## src/rtl/cpu_ctrl_pkg.sv

```systemverilog
// Shared encodings and defaults for the core control sequencer.
package cpu_ctrl_pkg;

  typedef enum logic [2:0] {
    ST_FETCH  = 3'd0,
    ST_DECODE = 3'd1,
    ST_EXEC   = 3'd2,
    ST_MEM    = 3'd3,
    ST_WB     = 3'd4,
    ST_HALT   = 3'd5,
    ST_FAULT  = 3'd6
  } state_e;

  localparam int MEM_TIMEOUT_DEF = 15;

  localparam logic PC_SEQ = 1'b0;
  localparam logic PC_BR  = 1'b1;

endpackage

```

## src/rtl/mem_wait_timer.sv

```systemverilog
// Counts memory wait cycles and flags when the allowed wait budget is used up.
module mem_wait_timer #(
  parameter int MEM_TIMEOUT = 15
) (
  input  logic clk,
  input  logic rst_n,
  input  logic clear_i,
  input  logic count_en_i,
  output logic expired_o
);

  localparam int CNT_W = $clog2(MEM_TIMEOUT + 1);

  logic [CNT_W-1:0] count_q;

  // NOTE: sequential state is written with non-blocking assignments so every
  // flop samples its inputs from the same pre-edge values.
  always_ff @(posedge clk or negedge rst_n) begin
    if (!rst_n) begin
      count_q <= '0;
    end else if (clear_i) begin
      count_q <= '0;
    end else if (count_en_i) begin
      count_q <= count_q + CNT_W'(1);
    end
  end

  assign expired_o = (count_q == CNT_W'(MEM_TIMEOUT));

endmodule

```

## src/rtl/cpu_sequencer.sv

```systemverilog
// Multi-cycle control FSM: fetch, decode, execute, memory and write-back
// strobes for the single-issue core, plus wait timeout and retire counter.
module cpu_sequencer
  import cpu_ctrl_pkg::*;
#(
  parameter int MEM_TIMEOUT = MEM_TIMEOUT_DEF
) (
  input  logic        clk,
  input  logic        rst,
  input  logic        dec_branch,
  input  logic        dec_load_store,
  input  logic        dec_data_reg,
  input  logic        dec_data_imm,
  input  logic        dec_set_flags,
  input  logic        dec_halt,
  input  logic        dec_is_store,
  input  logic        branch_taken,
  input  logic        mem_ready,
  output logic        mem_req,
  output logic        mem_we,
  output logic        mem_instr,
  output logic        ir_load,
  output logic        rf_rd,
  output logic        alu_en,
  output logic        flags_en,
  output logic        rf_we,
  output logic        pc_en,
  output logic        pc_sel,
  output logic        halted,
  output logic        fault,
  output logic [2:0]  state,
  output logic [31:0] instr_count
);

  state_e      state_q, state_d;
  logic [31:0] instr_count_q, instr_count_d;
  logic        retire;
  logic        any_class;
  logic        in_mem_phase;
  logic        tmr_expired;

  assign any_class    = dec_branch | dec_load_store | dec_data_reg | dec_data_imm;
  assign in_mem_phase = (state_q == ST_FETCH) || (state_q == ST_MEM);

  // Any state change clears the timer, which covers every entry into FETCH/MEM.
  mem_wait_timer #(.MEM_TIMEOUT(MEM_TIMEOUT)) u_wait_timer (
    .clk        (clk),
    .rst_n      (rst),
    .clear_i    (state_d != state_q),
    .count_en_i (in_mem_phase && !mem_ready),
    .expired_o  (tmr_expired)
  );

  // NOTE: every signal written here gets a default first so no path leaves a
  // value unassigned, which would otherwise infer a latch.
  always_comb begin
    state_d   = state_q;
    retire    = 1'b0;
    mem_req   = 1'b0;
    mem_we    = 1'b0;
    mem_instr = 1'b0;
    ir_load   = 1'b0;
    rf_rd     = 1'b0;
    alu_en    = 1'b0;
    flags_en  = 1'b0;
    rf_we     = 1'b0;
    pc_en     = 1'b0;
    pc_sel    = PC_SEQ;

    case (state_q)
      ST_FETCH: begin
        mem_req   = 1'b1;
        mem_instr = 1'b1;
        if (mem_ready) begin
          ir_load = 1'b1;
          state_d = ST_DECODE;
        end else if (tmr_expired) begin
          state_d = ST_FAULT;
        end
      end
      ST_DECODE: begin
        rf_rd = 1'b1;
        if (dec_halt)        state_d = ST_HALT;
        else if (!any_class) state_d = ST_FAULT;
        else                 state_d = ST_EXEC;
      end
      ST_EXEC: begin
        alu_en   = 1'b1;
        flags_en = dec_set_flags & (dec_data_reg | dec_data_imm);
        if (dec_branch) begin
          pc_en   = 1'b1;
          pc_sel  = branch_taken ? PC_BR : PC_SEQ;
          retire  = 1'b1;
          state_d = ST_FETCH;
        end else if (dec_load_store) begin
          state_d = ST_MEM;
        end else begin
          state_d = ST_WB;
        end
      end
      ST_MEM: begin
        mem_req = 1'b1;
        mem_we  = dec_is_store;
        if (mem_ready) begin
          if (dec_is_store) begin
            pc_en   = 1'b1;
            retire  = 1'b1;
            state_d = ST_FETCH;
          end else begin
            state_d = ST_WB;
          end
        end else if (tmr_expired) begin
          state_d = ST_FAULT;
        end
      end
      ST_WB: begin
        rf_we   = 1'b1;
        pc_en   = 1'b1;
        retire  = 1'b1;
        state_d = ST_FETCH;
      end
      ST_HALT:  state_d = ST_HALT;
      ST_FAULT: state_d = ST_FAULT;
      default:  state_d = ST_FAULT;
    endcase
  end

  assign instr_count_d = retire ? instr_count_q + 32'd1 : instr_count_q;

  always_ff @(posedge clk or negedge rst) begin
    if (!rst) begin
      state_q       <= ST_FETCH;
      instr_count_q <= '0;
    end else begin
      state_q       <= state_d;
      instr_count_q <= instr_count_d;
    end
  end

  assign state       = state_q;
  assign instr_count = instr_count_q;
  assign halted      = (state_q == ST_HALT);
  assign fault       = (state_q == ST_FAULT);

endmodule

```

## config.mk

```make
export PLATFORM = sky130hd
export DESIGN_NAME = cpu_sequencer
export DESIGN_NICKNAME = d
export VERILOG_FILES = /design/src/rtl/cpu_ctrl_pkg.sv /design/src/rtl/mem_wait_timer.sv /design/src/rtl/cpu_sequencer.sv
export SDC_FILE = /design/constraint.sdc
export NUM_CORES = 1
export LEC_CHECK = 0
export CAP_MARGIN = 30
export CORE_ASPECT_RATIO = 2
export CORE_MARGIN = 2
export CORE_UTILIZATION = 35
export CTS_CLUSTER_SIZE = 20
export DETAILED_ROUTE_END_ITERATION = 10
export DONT_BUFFER_PORTS = 1
export GPL_TIMING_DRIVEN = 0
export PLACE_DENSITY = 0.52
export SYNTH_ARGS = -nofsm -noshare
export SYNTH_HDL_FRONTEND = slang
export SYNTH_SLANG_ARGS = --single-unit
export TNS_END_PERCENT = 10
```

## constraint.sdc

```tcl
create_clock -name clk -period 2 [get_ports clk]
set_input_delay 0.4 -clock clk [delete_from_list [all_inputs] [get_ports clk]]
set_output_delay 0.4 -clock clk [all_outputs]
set_load 0.05 [all_outputs]
```

# After elaboration in Yosys (flattened, before gate mapping)

Cells that the tools add are included.

$add $sub $neg: 2
Equal/unequal tests: 8
Muxes and demuxes: 27
Bitwise gates (word level): 5
Reductions and logical operators: 6

Operators with widths:

| cell                                          | number |
|---|---|
| adder 32 x 1 -> 32 bit, second input constant | 1 |
| 2-to-1 mux 3 bit                              | 8 |
| case mux 3 bit (6 select lines)               | 1 |
| 2-to-1 mux 1 bit                              | 15 |
| == test 3 bit, second input constant          | 3 |
| 2-to-1 mux 4 bit                              | 2 |
| == test 3 x 2 -> 1 bit, second input constant | 2 |
| adder 4 x 1 -> 4 bit, second input constant   | 1 |
| == test 4 bit, second input constant          | 1 |
| OR 1 bit                                      | 4 |
| == test 3 x 1 -> 1 bit, second input constant | 1 |
| logical NOT 3 bit                             | 1 |
| != test 3 bit                                 | 1 |
| case mux 1 bit (3 select lines)               | 1 |
| nonzero test 2 bit                            | 1 |
| OR reduction 2 bit                            | 1 |
| AND 1 bit                                     | 1 |
| logical AND 1 bit                             | 1 |
| logical NOT 1 bit                             | 1 |
| logical OR 1 bit                              | 1 |

Bits in registers: 39
Input port bits: 11
Output and inout port bits: 47
Word-level logic and storage cells: 51

# Logic depth before layout (Yosys ltp)

Gate-level depths: netlist (run 1).

Depth after elaboration: 8
Depth in mapped cells: 6

# Modules after synthesis

A second synthesis (run 1) with hierarchy kept.

Cell total of the unflattened synthesis: 206
Area, all modules: 2064.5 µm²

Modules (own cells, without submodules):

| module         | instances | cells an instance | area each (µm²) | seq. area each (µm²) |
|---|---|---|---|---|
| cpu_sequencer  | 1         | 189               | 1865.5          | 875.8 |
| mem_wait_timer | 1         | 17                | 198.9           | 100.1 |

# Worst setup path before layout (run 1)

OpenSTA, ideal clock, no wires.

Kind: register to output
Start point: reg state_q[0], in the netlist state[0]
End point: out ir_load
Arrival time: 2.608 ns
Required time: 1.600 ns
Slack: -1.008 ns
Stages on the path, launching flop included: 4
Path buffers: 1
Cells stage by stage: dfrtp_1 clkbuf_1 nor3_1 and2_1

Cells in the longest elaborated chain, start to end: 2

Ends and longest elaborated chain:

| element                | line                 | RTL |
|---|---|---|
| from (decl)            | cpu_sequencer.sv:35  | `state_e state_q, state_d;` |
| from (signal assigned) | cpu_sequencer.sv:135 | `state_q <= state_d;` |
| logical NOT 3 bit      | cpu_sequencer.sv:70  | `case (state_q)` |
| 2-to-1 mux 1 bit       | cpu_sequencer.sv:70  |  |
| to (decl)              | cpu_sequencer.sv:22  | `output logic ir_load,` |

Every way passes these cells.

# Worst setup path in the final report (run 1)

Start point: reg state_q[0], in the netlist state[0]
End point: out pc_sel

Cells in the longest elaborated chain, start to end: 2

Ends and longest elaborated chain:

| element                | line                | RTL |
|---|---|---|
| == test 3 x 2 -> 1 bit | cpu_sequencer.sv:70 |  |
| 2-to-1 mux 1 bit       | cpu_sequencer.sv:70 |  |
| to (decl)              | cpu_sequencer.sv:28 | `output logic pc_sel,` |

Every way passes these cells.

==> metrics.md, run 1 <==
| Metric | Value |
|---|---|
| Worst vdd ir | `0.0009865 V` |
| CP startpoint kind | `flop` |
| Die Y | `117.4 µm` |
| Top cell type's share of synthesized area | `43.38%` |
| # IOs | `58` |
| Flops & latches, synth | `39` |
| Nets | `between 200 and 250` |
| Synth warn | `0` |
| Slew Viols, Final | `0` |
| Placed cell count | `304` |
| Fmax achieved | `0.4338 GHz` |
| Post-DR wirelength/cell | `18.18 µm` |
| Area growth, synth to finish | `35.37%` |
| Antenna fix cells | `0` |
| Mapped cell area | `2250 µm²` |
| Area leader, netlist | `dfrtp_1` |
| Setup Viol. Count Final | `28` |
| Fraction of registers with async set/reset | `100.0%` |
| First-pass GRT wire length | `9384 µm` |
| Sequential area share after synthesis | `43.38%` |
| Antenna-violating nets left | `0` |
| Final Total Pwr | `0.004343 W` |
| Routed WL | `5871 µm` |
| Via count | `1775` |
| Via density per instance | `5.495` |
| CP required | `1600 ps` |
| Critical path class | `reg -> out` |
| Worst Hold Slack | `451.1 ps` |
| Synth Area per Inst | `10.32 µm²` |
| # port buffers | `0` |
| Final Hold Fails | `0` |
| Status | `finished, violations left` |
| CTS H-Tree Depth | `2` |
| Ys flop type | `dfrtp_1` |
| Post-Synth Adder-Cell Area | `1.112%` |
| Residual DRC count | `0` |
| Power per Cell Area | `1426 nW/µm²` |
| Starting Density | `a little over a third` |
| Clock Sinks | `39` |
| Detailed Routing Iterations Pass 1 | `4` |
| Worst-margin pin slew | `652.9 ps` |
| Root Buffer Master | `clkbuf_16` |
| Die Footprint | `7124 µm²` |
| Tcrit/Tclk final | `115.3%` |
| Fin crit period | `2305 ps` |
| Worst setup margin | `-305.4 ps` |
| Syn Nets | `231` |
| Cts bufs inserted | `5` |
| Layout Cells excl Fill | `323` |
| Max Cap Viol | `0` |
| Min-delay worst type | `in -> reg` |
| CTS tree | `yes` |
| Synth Area in XOR/XNOR | `between 10% and 20%` |
| CTS clk-pin slew, worst paths | `approximately 60 ps` |
| Compound-Gate Fraction of Synth Area | `5.951%` |
| RSZ-0062 raised after global routing | `yes` |
| Die Width | `60.69 µm` |
| Antenna violations before repair | `0` |
| Iter 0 DRT Violations | `81` |
| Pre-CTS setup slack | `-357.3 ps` |
| Crit path arrival time | `between 1500 and 2000 ps` |
| Worst skew pair latency | `280 ps` |
| Total GRT Usage | `~17%` |
| Failing checks | `negative setup slack` |
| Routability cong. | `~0.81` |
| Synth Area in Simple Gates | `31.42%` |
| Crit Path Max Fanout | `10` |
| # rows | `41` |
| Final HPWL DP | `between 4000 and 5000 µm` |
| Core area | `6259 µm²` |
| Grt ovf | `0` |
| Number of global-route vias before repair | `1843` |
| Final Skew | `5.676 ps` |
| Ratio of cells with drive above 1 in the final layout | `39.66%` |
| Max clock buf depth | `2` |
| Crit end category | `primary output` |
| Largest net degree at the start of global routing | `40` |
| LEAKAGE | `approximately 1.4 nW` |
| Post-synthesis mux area share | `0.8899%` |
| Syn Inst Count | `between 200 and 250` |
| Largest family of logic cells by synthesized area | `simple AND/OR/NAND/NOR gates` |
| Synth top area cells | `dfrtp_1 43%, xor2_1 12%, nor4_2 3.3%` |
| Number of enable flip-flop cells after synthesis | `0` |
| Max_slew headroom | `56.43%` |
| Synth unique cells | `44` |
==> cell families after synthesis <==
logic type | Yosys count
XOR/XNOR | 35
multiplexers | 2
buffers and inverters | 16
adder cells (fa/ha/maj) | 2
flip-flops | 39
AO/OA/AOI/OAI | 17
AND/OR/NAND/NOR | 107
==> area by class of cell <==
class | count | area [µm²]
inverters | 6 | 35.03
clock buffers | 6 | 138.9
flip-flops and latches | 39 | 1020
plain buffers | 10 | 138.9
fillers | 604 | 3213
well taps | 86 | 107.6
multi-input cells | 163 | 1458
repair buffers | 11 | 112.6
clock inverters | 2 | 35.03
==> cell usage after synthesis (4+ instances only) <==
| cell | instances |
|---|---|
| nor4_1 | 5 |
| inv_1 | 5 |
| nand3_1 | 13 |
| nor2_1 | 11 |
| and4_1 | 4 |
| xnor2_1 | 4 |
| xor2_1 | 31 |
| nor4_2 | 6 |
| clkbuf_1 | 4 |
| nand2b_1 | 4 |
| nor3_2 | 5 |
| dfrtp_1 | 39 |
| and3_1 | 5 |
| nand2_1 | 15 |
| nor3_1 | 13 |
| nand4_1 | 4 |
==> power breakdown <==
part           internal, W  switching (W)  total, W
registers         0.000917       0.000488   0.00141
clock network     0.000620       0.000306  0.000926
logic             0.000787        0.00123   0.00201
==> per-stage QoR <==
stage          setup TNS, ps  instance area (µm²)  utilization, %
3_3_place_gp           -6501                 2440           38.98
2_1_floorplan         -977.8                 2332               -
4_1_cts                -2598                 2885           46.10
6_report               -2877                 3045           48.66
3_5_place_dp           -6767                 2440           38.98
5_1_grt                -5431                 3045           48.66
==> what timing repair did <==
| action | 4_1_cts | 5_1_grt |
|---|---|---|
| resized for setup | 52 | 30 |
| cloned | 0 | 0 |
| setup buffers | 6 | 3 |
| setup endpoints to repair | 40 | 40 |
| pin swaps | 10 | 11 |
| hold buffers | 2 | 0 |
| endpoints found under the hold margin | 39 | 0 |
==> placed cells by master, fill, tap and decap left out, types with 4 or more instances in the layout <==
master	count
and3_1	4
nor3_1	6
nor3_2	8
nor4_2	6
inv_1	5
dfrtp_1	20
buf_4	4
nand4_1	4
nor3_4	4
clkbuf_16	7
nand3_1	13
buf_6	7
dfrtp_2	11
dfrtp_4	8
and4_1	4
xor2_1	31
nor2_1	5
nor4_4	4
nand2_1	15
==> worst max-delay path, cell delays in order (launching register included) <==
cell,delay (ps)
dfrtp_4,590
buf_8,190
nand2b_4,170
nor2_4,310
and3_4,360
==> metal layers <==
layer	vias up	track usage (%)	routed length (µm)
li1	827	-	-
met1	881	18.11	2026
met2	54	30.78	3397
met3	13	4.851	318
met4	0	6.250	128
met5	-	0	0
==> state kept, by name, summed over array words and instances (netlist names) <==
name / cells
u_wait_timer.count_q: 4
state: 3
instr_count: 32
==> worst paths after layout <==
check,startpoint,to,slack [ps],cells after the start
setup / recovery,state[0],pc_sel,-310,4
hold / removal,dec_load_store,state[2],450,3
setup reg to reg,state[1],instr_count[9],-200,6
hold reg to reg,u_wait_timer.count_q[0],u_wait_timer.count_q[0],620,2
max in group asynchronous,rst,instr_count[8],1190,2
min in group asynchronous,rst,instr_count[14],580,2
No activity file was read; power rests on OpenSTA's default activity.
==> run 2: changes to the inputs <==
--- a/config.mk
+++ b/config.mk
@@ -12,7 +12,6 @@
 export CTS_CLUSTER_SIZE = 20
 export DETAILED_ROUTE_END_ITERATION = 10
 export DONT_BUFFER_PORTS = 1
-export GPL_TIMING_DRIVEN = 0
 export PLACE_DENSITY = 0.52
 export SYNTH_ARGS = -nofsm -noshare
 export SYNTH_HDL_FRONTEND = slang
==> run 2 against run 1 <==
  * The run now ends clean
  * Sequential share of layout area is 0.98 points lower
  * Cell area is 1.0% lower
  * Sequential power is 31% lower
  * Register-to-register slack better by 340 ps
  * Critical path depth stayed put
  * Critical path type unchanged
  * Largest cell class unchanged
  * Largest power group unchanged
==> metrics.md, run 2 (synthesis gave the netlist of run 1 again) <==
| Metric | Value |
|---|---|
| Status | `completed` |
| Area growth, synth to finish | `33.98%` |
| Power per Cell Area | `between 1000 and 1500 nW/µm²` |
| Via density per instance | `5.121` |
| Antenna-violating nets left | `0` |
| Worst-margin pin slew | `513.9 ps` |
| Post-DR wirelength/cell | `16.08 µm` |
| CTS clk-pin slew, worst paths | `60 ps` |
| Routed WL | `5725 µm` |
| Core area | `6259 µm²` |
| Antenna fix cells | `0` |
| DP Area | `between 2000 and 3000 µm²` |
| Antenna violations before repair | `0` |
| Max Cap Viol | `0` |
| Commonest non-fill, non-tap cell in the layout | `buf_4` |
| Ratio of cells with drive above 1 in the final layout | `35.19%` |
| Fmax achieved | `~0.52 GHz` |
| Worst skew pair latency | `280 ps` |
| Routability cong. | `0.8239` |
| CTS H-Tree Depth | `2` |
| Setup Viol. Count Final | `0` |
| Die Y | `~120 µm` |
| # port buffers | `0` |
| Die Width | `60.69 µm` |
| Leading cell types in the layout, fill and taps excluded | `49 x buf_4, 36 x dfrtp_1, 31 x xor2_1` |
| Die Footprint | `approximately 7100 µm²` |
| Register-to-Register Path Depth | `5` |
| Number of global-route vias before repair | `1819` |
| Min-delay worst type | `in -> reg` |
| Clock Sinks | `39` |
| RR Endpoint | `instr_count[23]` |
| # IOs | `58` |
| CP startpoint kind | `flop` |
| Flop-to-flop setup slack | `140 ps` |
| Residual DRC count | `0` |
| Max_slew headroom | `between 60% and 70%` |
| Max clock buf depth | `2` |
| CTS tree | `yes` |
| First-pass GRT wire length | `roughly 9400 µm` |
| Final HPWL DP | `4271 µm` |
| Final Total Pwr | `roughly 0.0042 W` |
| Final instance area | `3014 µm²` |
| Starting Density | `between 30% and 40%` |
| WHS Path Cells | `3` |
| Largest net degree at the start of global routing | `40` |
| Final Hold Fails | `0` |
| CP required | `1600 ps` |
| Crit Path Max Fanout | `4` |
| Crit end category | `primary output` |
| Detailed Routing Iterations Pass 1 | `4` |
| Grt ovf | `0` |
| Hold Startpoint | `dec_load_store` |
| Critical path class | `reg -> out` |
| RSZ-0062 raised after global routing | `no` |
| Worst flop-to-flop path startpoint | `instr_count[0]` |
| Root Buffer Master | `clkbuf_16` |
| Crit path arrival time | `about 1500 ps` |
| Tcrit/Tclk final | `95.34%` |
| Fin crit period | `around 1900 ps` |
| Iter 0 DRT Violations | `35` |
| Slew Viols, Final | `0` |
| Cts bufs inserted | `5` |
| Worst vdd ir | `0.001029 V` |
| Final Core Density | `48.16%` |
| Total GRT Usage | `17.35%` |
| LEAKAGE | `between 1 and 1.5 nW` |
| # rows | `41` |
| Nets | `~280` |
| Worst hold path endpoint | `state[2]` |
| Via count | `approximately 1800` |
| Final Skew | `5.066 ps` |
| Largest register FFs | `32` |
## run 2: worst max-delay path by stage
stage,slack [ps],to,from
finish,90,pc_en,state[1]
global route,10,instr_count[8],state[0]
CTS,70,pc_en,state[1]
detailed placement,130,instr_count[23],instr_count[0]
global placement,140,instr_count[23],instr_count[0]
floorplan,-120,instr_count[26],instr_count[0]
## run 2: metal layers
| metal | routed length [µm] | part of all wire, % | vias up | global-route usage (%) |
|---|---|---|---|---|
| li1 | - | - | 895 | - |
| met1 | 2055 | 36 | 886 | 18.75 |
| met2 | 3390 | 59 | 40 | 31.99 |
| met3 | 227 | 4.0 | 2 | 3.859 |
| met4 | 52 | 0.91 | 0 | 4.484 |
| met5 | 0 | 0 | - | 0 |
## run 2: critical path: stages, from the launching register on
cell and delay (ps):
dfrtp_2 430, and4b_2 280, a221oi_4 310, buf_12 150
inv_6 60
## run 2: where the power goes
part           switching (W)  internal (W)  total [W]
registers          0.0000883      0.000890   0.000979
logic                0.00145      0.000821    0.00227
clock network       0.000308      0.000620   0.000928
total                0.00184       0.00233    0.00418
## run 2: final cells by class
| class | count | area [µm²] |
|---|---|---|
| Clock buffer | 6 | 138.9 |
| Clock inverter | 2 | 35.03 |
| Fill cell | 625 | 3244 |
| Inverter | 6 | 27.53 |
| Multi-Input combinational cell | 163 | 1255 |
| Sequential cell | 39 | 979.7 |
| Tap cell | 86 | 107.6 |
| Timing Repair Buffer | 54 | 470.5 |
## run 2: timing repair
item	in CTS	in global routing
endpoints found under the hold margin	39	0
resized for setup	0	1
pin swaps	1	0
setup buffers	2	0
endpoints found under the setup margin	1	1
gates cloned	1	0
hold buffers	2	0
## run 2: metrics by stage
| step | hold WS [ps] | setup WS, ps | setup TNS (ps) | std cells |
|---|---|---|---|---|
| after CTS | 404.5 | 72.84 | 0 | 356 |
| after global routing | 414.5 | 10.58 | 0 | 356 |
| after global placement | 105.7 | 142.3 | 0 | 343 |
| after floorplan | 104.4 | -118.4 | -977.8 | 218 |
| final | 412.0 | 93.28 | 0 | 356 |
| after detailed placement | 105.5 | 133.9 | 0 | 343 |
